<file path="src/rtl/vip_amba_apb_completer_regfile.sv">
// rtl/vip_amba_apb_completer_regfile.sv - APB4 completer backed by a word-addressed register file
module vip_amba_apb_completer_regfile #(
  parameter int                       ADDRESS_WIDTH = 32,
  parameter int                       DATA_WIDTH    = 32,
  parameter int                       DATA_STROBE   = DATA_WIDTH / 8,
  parameter int                       NUM_REGS      = 16,
  parameter logic [ADDRESS_WIDTH-1:0] BASE_ADDR     = '0,
  parameter int                       WAIT_STATES   = 0,
  parameter int                       PROT_REG_IDX  = 0
) (
  input  logic                     PCLK,
  input  logic                     PRESETn,
  input  logic                     PSELx,
  input  logic                     PENABLE,
  input  logic                     PWRITE,
  input  logic [ADDRESS_WIDTH-1:0] PADDR,
  input  logic [DATA_WIDTH-1:0]    PWDATA,
  input  logic [DATA_STROBE-1:0]   PSTRB,
  input  logic [2:0]               PPROT,
  output logic                     PREADY,
  output logic [DATA_WIDTH-1:0]    PRDATA,
  output logic                     PSLVERR
);

  localparam int                       LSB        = $clog2(DATA_STROBE);
  localparam int                       IDX_W      = $clog2(NUM_REGS);
  localparam logic [ADDRESS_WIDTH-1:0] SPAN       = ADDRESS_WIDTH'(NUM_REGS * DATA_STROBE);
  localparam logic [ADDRESS_WIDTH-1:0] ALIGN_MASK = ADDRESS_WIDTH'(DATA_STROBE - 1);
  localparam logic [IDX_W-1:0]         PROT_IDX   = IDX_W'(PROT_REG_IDX);
  localparam logic [3:0]               WAIT_INIT  = (WAIT_STATES > 0) ? 4'(WAIT_STATES - 1) : 4'd0;

  typedef enum logic [1:0] {S_IDLE, S_WAIT, S_DONE} state_t;

  state_t                  state;
  logic [3:0]              wait_cnt;
  logic [IDX_W-1:0]        lat_idx;
  logic                    lat_write;
  logic                    lat_err;
  logic [DATA_WIDTH-1:0]   regs [NUM_REGS];

  logic [ADDRESS_WIDTH-1:0] offset;
  logic [IDX_W-1:0]         dec_idx;
  logic                     dec_err;
  logic                     unused_pprot;

  // Out-of-range addresses are rejected before the index is used, so no aliasing
  assign offset       = PADDR - BASE_ADDR;
  assign dec_idx      = offset[LSB +: IDX_W];
  assign dec_err      = (PADDR < BASE_ADDR) || (offset >= SPAN) ||
                        ((PADDR & ALIGN_MASK) != '0) ||
                        (PWRITE && (dec_idx == PROT_IDX) && !PPROT[0]);
  assign unused_pprot = ^PPROT[2:1];

  always_ff @(posedge PCLK or negedge PRESETn) begin
    if (!PRESETn) begin
      state     <= S_IDLE;
      wait_cnt  <= '0;
      lat_idx   <= '0;
      lat_write <= 1'b0;
      lat_err   <= 1'b0;
      PREADY    <= 1'b0;
      PRDATA    <= '0;
      PSLVERR   <= 1'b0;
      for (int i = 0; i < NUM_REGS; i++) regs[i] <= '0;
    end else begin
      case (state)
        S_IDLE: begin
          if (PSELx && !PENABLE) begin
            lat_idx   <= dec_idx;
            lat_write <= PWRITE;
            lat_err   <= dec_err;
            if (WAIT_STATES == 0) begin
              state   <= S_DONE;
              PREADY  <= 1'b1;
              PSLVERR <= dec_err;
              PRDATA  <= (!PWRITE && !dec_err) ? regs[dec_idx] : '0;
            end else begin
              state    <= S_WAIT;
              wait_cnt <= WAIT_INIT;
            end
          end
        end
        S_WAIT: begin
          if (!PSELx) begin
            state    <= S_IDLE;
            wait_cnt <= '0;
          end else if (PENABLE) begin
            if (wait_cnt == 4'd0) begin
              state   <= S_DONE;
              PREADY  <= 1'b1;
              PSLVERR <= lat_err;
              PRDATA  <= (!lat_write && !lat_err) ? regs[lat_idx] : '0;
            end else begin
              wait_cnt <= wait_cnt - 4'd1;
            end
          end
        end
        S_DONE: begin
          // Only a completed, error-free write touches the register file
          if (PSELx && PENABLE && lat_write && !lat_err) begin
            for (int i = 0; i < DATA_STROBE; i++)
              if (PSTRB[i]) regs[lat_idx][8*i +: 8] <= PWDATA[8*i +: 8];
          end
          state   <= S_IDLE;
          PREADY  <= 1'b0;
          PSLVERR <= 1'b0;
          PRDATA  <= '0;
        end
        default: state <= S_IDLE;
      endcase
    end
  end

endmodule
</file>
<file path="config.mk">
export PLATFORM = sky130hd
export DESIGN_NAME = vip_amba_apb_completer_regfile
export DESIGN_NICKNAME = d
export VERILOG_FILES = /design/src/rtl/vip_amba_apb_completer_regfile.sv
export SDC_FILE = /design/constraint.sdc
export NUM_CORES = 1
export LEC_CHECK = 0
export CELL_PAD_IN_SITES_DETAIL_PLACEMENT = 1
export CELL_PAD_IN_SITES_GLOBAL_PLACEMENT = 1
export CORE_ASPECT_RATIO = 0.75
export CORE_MARGIN = 1
export CORE_UTILIZATION = 56
export CTS_BUF_LIST = sky130_fd_sc_hd__clkbuf_4 sky130_fd_sc_hd__clkbuf_8
export CTS_CLUSTER_DIAMETER = 50
export DETAILED_ROUTE_END_ITERATION = 10
export DONT_BUFFER_PORTS = 1
export PLACE_DENSITY = 0.81
export SLEW_MARGIN = 20
export SYNTH_ARGS = -nofsm -noshare
export SYNTH_HDL_FRONTEND = slang
export SYNTH_SLANG_ARGS = --single-unit
</file>
<file path="constraint.sdc">
create_clock -name PCLK -period 2.4 [get_ports PCLK]
set_input_delay 0.24 -clock PCLK [delete_from_list [all_inputs] [get_ports PCLK]]
set_output_delay 0.24 -clock PCLK [all_outputs]
set_load 0.005 [all_outputs]
</file>
==> results of run 1 <==
==> critical path: cells and delay by family (launching register included) <==
kind / cells / cell delay [ns]
multiplexers: 1 / 0.45
flip-flops: 1 / 0.51
AND/OR/NAND/NOR: 3 / 1.34
==> metrics by stage <==
stage / total power (uW) / std cells / TNS [ns]
global route: 19600 / 2384 / -0.366
detailed placement: 10100 / 2177 / 0
CTS: 19200 / 2380 / 0
floorplan: 10100 / 1655 / 0
global placement: 10000 / 2177 / 0
finish: 19100 / 2386 / -0.111
==> power by group through the flow <==
stage               Combinational [uW]  Sequential (uW)  Clock [uW]
floorplan                          536             9530           0
global placement                   492             9550           0
detailed placement                 509             9560           0
CTS                                740             9390        9030
global route                       795             9390        9420
finish                             766             9400        8930
==> layer usage <==
layer	vias up	wire [um]	part of all wire
met5	-	92	0.0013
met4	4	1890	0.027
li1	6371	-	-
met3	137	4380	0.062
met2	523	34200	0.48
met1	8399	30500	0.43
==> cell families (layout without fill, tap and decap cells) <==
logic type | Yosys count | after routing
compound gates | 103 | 103
buf+inv | 117 | 264
flops | 552 | 552
mux | 681 | 681
other cells | 0 | 6
simple gates | 202 | 202
==> how the worst max path moves through the flow <==
stage | endpoint | from | slack, ns | cells after the start
after floorplan | regs[424]$_DFFE_PN0P_ | PREADY$_DFFE_PN0P_ | 0.31 | 6
after global placement | regs[116]$_DFFE_PN0P_ | lat_idx[3]$_DFFE_PN0P_ | 0.11 | 4
after detailed placement | regs[75]$_DFFE_PN0P_ | lat_write$_DFFE_PN0P_ | 0.09 | 5
after CTS | regs[75]$_DFFE_PN0P_ | lat_write$_DFFE_PN0P_ | 0.05 | 5
after global routing | regs[418]$_DFFE_PN0P_ | lat_idx[0]$_DFFE_PN0P_ | -0.03 | 4
final | regs[421]$_DFFE_PN0P_ | lat_idx[0]$_DFFE_PN0P_ | -0.02 | 4
==> cell type report <==
type | count | area (um2) | area share
Timing Repair Buffer | 97 | 876 | 0.0311
Sequential cell | 552 | 13800 | 0.491
Clock inverter | 11 | 113 | 0.00400
Tap cell | 578 | 723 | 0.0257
Multi-Input combinational cell | 986 | 10700 | 0.381
Inverter | 10 | 37.5 | 0.00133
Antenna cell | 6 | 15.0 | 0.000533
Clock buffer | 146 | 1860 | 0.0661
==> synthesized netlist by cell type, types with 6 or more instances <==
cell type	n
mux2i_1	56
nor3b_1	14
and2_1	9
nor2_1	32
o31ai_1	11
mux4_2	104
nor3_1	6
nor2b_1	7
a221oi_1	20
clkbuf_1	63
o22ai_1	20
a21oi_1	8
inv_1	9
nor3_4	9
buf_2	32
nand2_1	86
mux2_2	521
a211oi_1	13
o21ai_0	11
a32o_1	10
buf_1	8
nor4_1	16
dfrtp_1	552
==> registers in the layout, summed over array words and instances, names as in the netlist <==
name and cells:
regs 512, PREADY 1, PSLVERR 1, lat_idx 4, PRDATA 32, lat_err 1, lat_write 1
==> what timing repair did <==
action / 4_1_cts / 5_1_grt
endpoints found under the hold margin: 1094 / 552
gates resized for setup: 0 / 5
setup endpoints to repair: 0 / 58
==> results.cfg, run 1 <==
[status]
status = complete, but fails checks
violations = hold timing, slew limit, setup timing

[pwr]
switching_power_uw = 4360
clkPwrFrac = 0.468
ir_worst_vdd_v = 0.000529
power_frac_comb = 0.040
p_leak_uw = 0.0138
internal-power_uw = 14700
power_density_mw_per_mm2 = 678
swShare = 0.228
seq_power_share = 0.492

[critical_path]
worstSetupEndpointType = flip-flop
critical_path.max_stage_delay_ns = 0.60
reg2reg_from = lat_idx[0]$_DFFE_PN0P_
worst-setup-path-type = reg2reg
cp_max_fo = 8
required_ns = 2.94
rrSetupSlack_ns = -0.02
cp.arrival_ns = 2.96
crit_slowest_cell = nand2_1
cp_cell_sequence = nand2b_1 > nor3_1 > nand2_1 > mux2_2
worstRegToRegCells = 4
r2r-end = regs[421]$_DFFE_PN0P_
start_kind = flip-flop

[global_route]
use_met3 = 0.0695
grt_max_degree = 553
use_met2 = 0.504
overflow = 0
grtUsageMet1 = 0.453
busiest_layer = met2
antenna_found_initial = 8
grt_pass1_wl_um = 108000
grt_usage = 0.324
grt_pass1_vias = 17000

[clocking]
cts-root-buf = clkbuf_8
insertion_delay_ns = 0.67
htree_levels = 3
cts.sinks = 552
ctsHoldBuffers = 46
post_cts_buffers = 0
clk_path_buf_depth = 3
cts_tree = done
numCtsBuffers = 87
clk_pin_slew_ns = 0.06

[timing]
period_minus_slack_ns = 2.42
slew_headroom = -0.244
holdWs_ns = -0.715
fin_crit_sh = 1.01
setup_slack_ns = -0.0229
rsz0062_at_grt = yes
skew_ns = 0.0227
hold_violations = 552
finalMaxSlewViolations = 296
tightest_slew_ns = 1.87
fmax_mhz = 413
finalSetupViolCount = 8

[routing]
final_antenna_net_count = 0
drt_pre_antenna_iters = 5
drt-initial-drc-count = 1331
vias = 15400
avgViaCountPerCell = 6.47
drc = 0
wl_um = 71100
post_drt_wl_per_cell_um = 29.8

[yosys]
syn_inst = 1655
ys_seq_area_frac = 0.553
synth_area_mm2 = 0.0250
synthXorXnorAreaFrac = 0
ys_ff_latch = 552
yosys-top-cells-area = dfrtp_1 55%, mux2_2 23%, mux4_2 9.4%
synth_flop_cell = dfrtp_1
synth_mux_area_frac = 0.351
synth_cell_types = 48
avgSynthCellArea_um2 = 15.1
synth-simple-area-share = 0.0452
synth_top_area_cell = dfrtp_1
synthAdderAreaFrac = 0
yosysWarnings = 0
syn-num-nets = 1731
synthArstFlopShare = 1.00
synth_compound_area_frac = 0.0304
synth_top_family_by_area = multiplexers
synth_edf_count = 0
synth_top_area_share = 0.553

[place]
place_area_mm2 = 0.0257
place.port_buffers = 0
place_ws_ns = 0.0950
gp_congestion = 0.865
dp_hpwl_um = 39900

[die]
die_area_mm2 = 0.0455
core_area_mm2 = 0.0437
dieHeight_um = 185
rows = 66
io_pins = 110
start_util = 0.572
fp.dieW_um = 246

[flow_run]
max_cap_viol_count = 0

[cells_and_area]
final_common_cell = dfrtp_1
n_fill_cell = 3917
area_growth_pct = 12.7
drive_gt1_frac = 0.478
stdcell_area_mm2 = 0.0281
final_core_util = 0.644
final_cell_mix = 552 x dfrtp_1, 521 x mux2_2, 122 x clkbuf_8
nets = 1810

[min_path]
hold_path_class = in2async
Power figures use the tool's default switching activity.
==> run 2: changes to the inputs <==
- CELL_PAD_IN_SITES_DETAIL_PLACEMENT: 1 -> default
- CELL_PAD_IN_SITES_GLOBAL_PLACEMENT: 1 -> default
- CORE_UTILIZATION: 56 -> 66
- GPL_TIMING_DRIVEN: default -> 0
==> results.cfg, run 2 (same netlist as run 1, synthesis figures left out) <==
[die]
rows = 61
core_area_mm2 = 0.0372
die_area_mm2 = 0.0386
dieHeight_um = 170
io_pins = 110
start_util = 0.672
fp.dieW_um = 227

[global_route]
overflow = 0
antenna_found_initial = 0
grt_usage = 0.387
grt_pass1_vias = 16800
grt_pass1_wl_um = 106000
grt_max_degree = 553

[timing]
fin_crit_sh = 1.06
tightest_slew_ns = 1.22
period_minus_slack_ns = 2.54
skew_ns = 0.0197
holdWs_ns = -0.729
hold_violations = 553
finalMaxSlewViolations = 0
rsz0062_at_grt = yes
finalSetupViolCount = 80
slew_headroom = 0.183
fmax_mhz = 393
setup_slack_ns = -0.145

[clocking]
numCtsBuffers = 85
cts-root-buf = clkbuf_8
insertion_delay_ns = 0.66
clk_path_buf_depth = 3
ctsHoldBuffers = 37
cts_tree = done
cts.sinks = 552
clk_pin_slew_ns = 0.07
htree_levels = 3

[critical_path]
cp.arrival_ns = 3.07
required_ns = 2.93
worstRegToRegCells = 6
worstSetupEndpointType = flip-flop
crit_end = regs[104]$_DFFE_PN0P_
worst-setup-path-type = reg2reg
start_kind = flip-flop
cp-startpoint = lat_idx[2]$_DFFE_PN0P_
r2r-end = regs[104]$_DFFE_PN0P_
cp_max_fo = 10
rrSetupSlack_ns = -0.14
reg2reg_from = lat_idx[2]$_DFFE_PN0P_

[routing]
post_drt_wl_per_cell_um = 30.4
drc = 0
drt-initial-drc-count = 1617
final_antenna_net_count = 0
wl_um = 71600
vias = 16200
drt_pre_antenna_iters = 7
avgViaCountPerCell = 6.86

[cells_and_area]
top_regs = regs (512), PRDATA (32), lat_idx (4)
largest_reg_flops = 512
drive_gt1_frac = 0.494
layout.cells.non_filler = 2357
final_common_cell = dfrtp_1
area_growth_pct = 12.9
final_cell_mix = 551 x dfrtp_1, 521 x mux2_2, 104 x mux4_2
max_flop_register = regs
antenna_cells = 0
nets = 1868

[min_path]
hold_path_class = in2async

[place]
dp_hpwl_um = 43800
dp.cells = 2159
place.port_buffers = 0
gp_congestion = 0.956

[pwr]
power_density_mw_per_mm2 = 656
p_leak_uw = 0.0139
ir_worst_vdd_v = 0.000468

[status]
violations = hold timing, setup timing
status = complete, but fails checks

[flow_run]
max_cap_viol_count = 0
## run 2: cell count changes in the layout (fill, tap and decap cells not counted), sizes merged
cell	before	now
diode	6	0
clkinv	7	5
bufinv	2	0
buf	53	55
clkbuf	146	202
inv	9	11
clkdlybuf4s15	0	2
dlygate4sd3	44	37
## run 2: worst min-delay path by stage
| stage | endpoint | slack (ns) | cells after the start |
|---|---|---|---|
| after floorplan | PRDATA[0]$_DFFE_PN0P_ | -0.06 | 0 |
| after global routing | regs[339]$_DFFE_PN0P_ | -0.73 | 0 |
| after global placement | regs[209]$_DFFE_PN0P_ | -0.04 | 0 |
| after CTS | regs[17]$_DFFE_PN0P_ | -0.73 | 0 |
| final | regs[272]$_DFFE_PN0P_ | -0.73 | 0 |
| after detailed placement | regs[339]$_DFFE_PN0P_ | -0.04 | 0 |
## run 2: cell type report
cell class,count,area (um2)
plain buffers,105,492
fillers,2260,8970
flip-flops and latches,552,13800
well taps,504,631
inverters,10,37.5
clock buffers,139,1690
multi-input cells,986,10900
repair buffers,52,587
clock inverters,9,60.1
## run 2: repair_timing
action | CTS | global route
gates resized for setup | 36 | 53
buffers inserted | 15 | 0
endpoints found under the hold margin | 753 | 552
pin swaps | 11 | 2
endpoints found under the setup margin | 454 | 449
## run 2: power breakdown
group          switching (uW)  total (uW)  internal [uW]  leakage (uW)
Clock                    3680        8110           4430      0.000931
Combinational             736        1020            288       0.00525
Sequential               22.1        9370           9340       0.00769
Total                    4440       18500          14100        0.0139
## run 2: critical path, stage by stage (launching register included)
cell     delay (ns)
dfrtp_1        0.34
buf_2          0.29
nand2_1        0.36
nor3_2         0.49
nor2b_1        0.20
buf_2          0.35
mux2_2         0.38
## run 2: routing by layer
layer  global-route usage  vias to the layer above  wire length, um
met2                0.575                      953            32200
met4                0.177                        0             3250
met3                0.117                      228             7620
li1                     -                     6503                -
met5                    0                        -                0
met1                0.528                     8494            28500
## run 2: through the flow
step / setup TNS, ns / utilization / cell area, um2 / total power, uW / setup slack, ns
floorplan: 0 / - / 25000 / 10100 / 0.310
global placement: -54.97 / 0.689 / 25600 / 10300 / -0.962
detailed placement: -71.87 / 0.689 / 25600 / 10400 / -1.02
CTS: -12.83 / 0.754 / 28000 / 18400 / -0.160
global route: -16.41 / 0.759 / 28200 / 19000 / -0.190
finish: -4.30 / 0.759 / 28200 / 18500 / -0.145
==> run 3: changes to the inputs <==
- GPL_ROUTABILITY_DRIVEN: default -> 0
- SKIP_LAST_GASP: default -> 1
==> results.cfg, run 3 (same netlist as run 1, synthesis figures left out) <==
[clocking]
insertion_delay_ns = 0.68
cts.sinks = 552
clk_pin_slew_ns = 0.07
ctsHoldBuffers = 37
clk_path_buf_depth = 3
numCtsBuffers = 85
cts_tree = done
cts-root-buf = clkbuf_8
htree_levels = 3

[die]
die_area_mm2 = 0.0386
core_area_mm2 = 0.0372
rows = 61
io_pins = 110
start_util = 0.672
dieHeight_um = 170
fp.dieW_um = 227

[cells_and_area]
final_cell_mix = 551 x dfrtp_1, 521 x mux2_2, 104 x mux4_2
top_regs = regs (512), PRDATA (32), lat_idx (4)
final_common_cell = dfrtp_1
stdcell_area_mm2 = 0.0282
max_flop_register = regs
area_growth_pct = 13.0
drive_gt1_frac = 0.496
n_fill_cell = 2249
nets = 1866
largest_reg_flops = 512

[global_route]
grt_pass1_wl_um = 106000
grt_max_degree = 553
grt_usage = 0.387
antenna_found_initial = 2
grt_pass1_vias = 16800
overflow = 0

[routing]
avgViaCountPerCell = 6.88
drt-initial-drc-count = 1933
post_drt_wl_per_cell_um = 30.6
vias = 16200
wl_um = 72000
final_antenna_net_count = 0
drc = 0
drt_pre_antenna_iters = 5

[place]
place.port_buffers = 0
place_area_mm2 = 0.0256
dp_hpwl_um = 43800

[critical_path]
crit_slowest_cell = clkdlybuf4s15_1
cp-startpoint = PADDR[4]
cp_max_fo = 10
worstSetupEndpointType = flip-flop
cp_cell_sequence = buf_2 > clkbuf_1 > clkbuf_2 > clkdlybuf4s15_1 > nand2_1 > a32o_1
start_kind = input port
required_ns = 2.95
reg2reg_from = lat_idx[2]$_DFFE_PN0P_
worst-setup-path-type = in2reg
critical_path.max_stage_delay_ns = 0.82
cp.arrival_ns = 3.11

[flow_run]
max_cap_viol_count = 0

[timing]
fin_crit_sh = 1.07
finalSetupViolCount = 67
hold_violations = 555
period_minus_slack_ns = 2.56
slew_headroom = 0.157
fmax_mhz = 391
tightest_slew_ns = 1.26
skew_ns = 0.0252
setup_slack_ns = -0.159
holdWs_ns = -0.743
rsz0062_at_grt = yes
finalMaxSlewViolations = 0

[status]
violations = hold timing, setup timing
status = complete, but fails checks

[pwr]
p_leak_uw = 0.0139
ir_worst_vdd_v = 0.000468
power_density_mw_per_mm2 = 656

[min_path]
hold_path_class = in2async
[run 3: cell type report]
class | count | area (um2) | share of cell area
clock inverter | 9 | 60.1 | 0.00213
antenna | 1 | 2.50 | 0.0000887
tap | 504 | 631 | 0.0223
sequential | 552 | 13800 | 0.489
buffer | 102 | 474 | 0.0168
multi-input combinational | 986 | 10900 | 0.387
inverter | 10 | 37.5 | 0.00133
clock buffer | 139 | 1690 | 0.0598
timing repair buffer | 53 | 607 | 0.0215
[run 3: metrics by stage]
step	worst slack (ns)	util	total power [uW]	TNS, ns	instances
3_5_place_dp	-1.02	0.689	10400	-71.87	2159
6_report	-0.159	0.759	18500	-4.82	2356
3_3_place_gp	-0.962	0.689	10300	-54.97	2159
2_1_floorplan	0.310	-	10100	0	1655
5_1_grt	-0.170	0.759	19000	-6.61	2355
4_1_cts	-0.160	0.753	18400	-16.32	2357
[run 3: what timing repair did]
action	in CTS	in global routing
gates resized for setup	26	76
pin swaps	11	2
setup endpoints to repair	454	443
endpoints found under the hold margin	753	552
setup buffers	15	1
[run 3: path summary, 6_finish.rpt]
path                                               to  slack, ns  depth (start not counted)
min in group PCLK                 lat_err$_DFFE_PN0P_      -0.02                          3
worst min register to register  regs[127]$_DFFE_PN0P_       0.50                          1
worst min-delay path            regs[171]$_DFFE_PN0P_      -0.74                          0
worst max register to register  regs[511]$_DFFE_PN0P_      -0.12                          4
max in group asynchronous          PREADY$_DFFE_PN0P_       2.31                          0
worst max-delay path            PRDATA[3]$_DFFE_PN0P_      -0.16                          6
[run 3: where the power goes]
part	leakage, uW	internal [uW]	switching, uW
logic	0.00529	290	729
clock network	0.000931	4430	3690
registers	0.00769	9340	41.5
[run 3: worst max-delay path: cells and delay by family]
| family | cells | cell delay (ns) |
|---|---|---|
| and+or+nand+nor | 1 | 0.17 |
| buffers and inverters | 4 | 2.37 |
| AOI/OAI and AO/OA | 1 | 0.32 |
[run 3: per-layer routing]
layer | wire length, um | part of all wire | global-route usage | up-vias
met5 | 27 | 0.00037 | 0 | -
met4 | 3180 | 0.044 | 0.164 | 4
met3 | 7450 | 0.10 | 0.110 | 252
met2 | 32500 | 0.45 | 0.578 | 917
met1 | 28900 | 0.40 | 0.537 | 8562
li1 | - | - | - | 6484
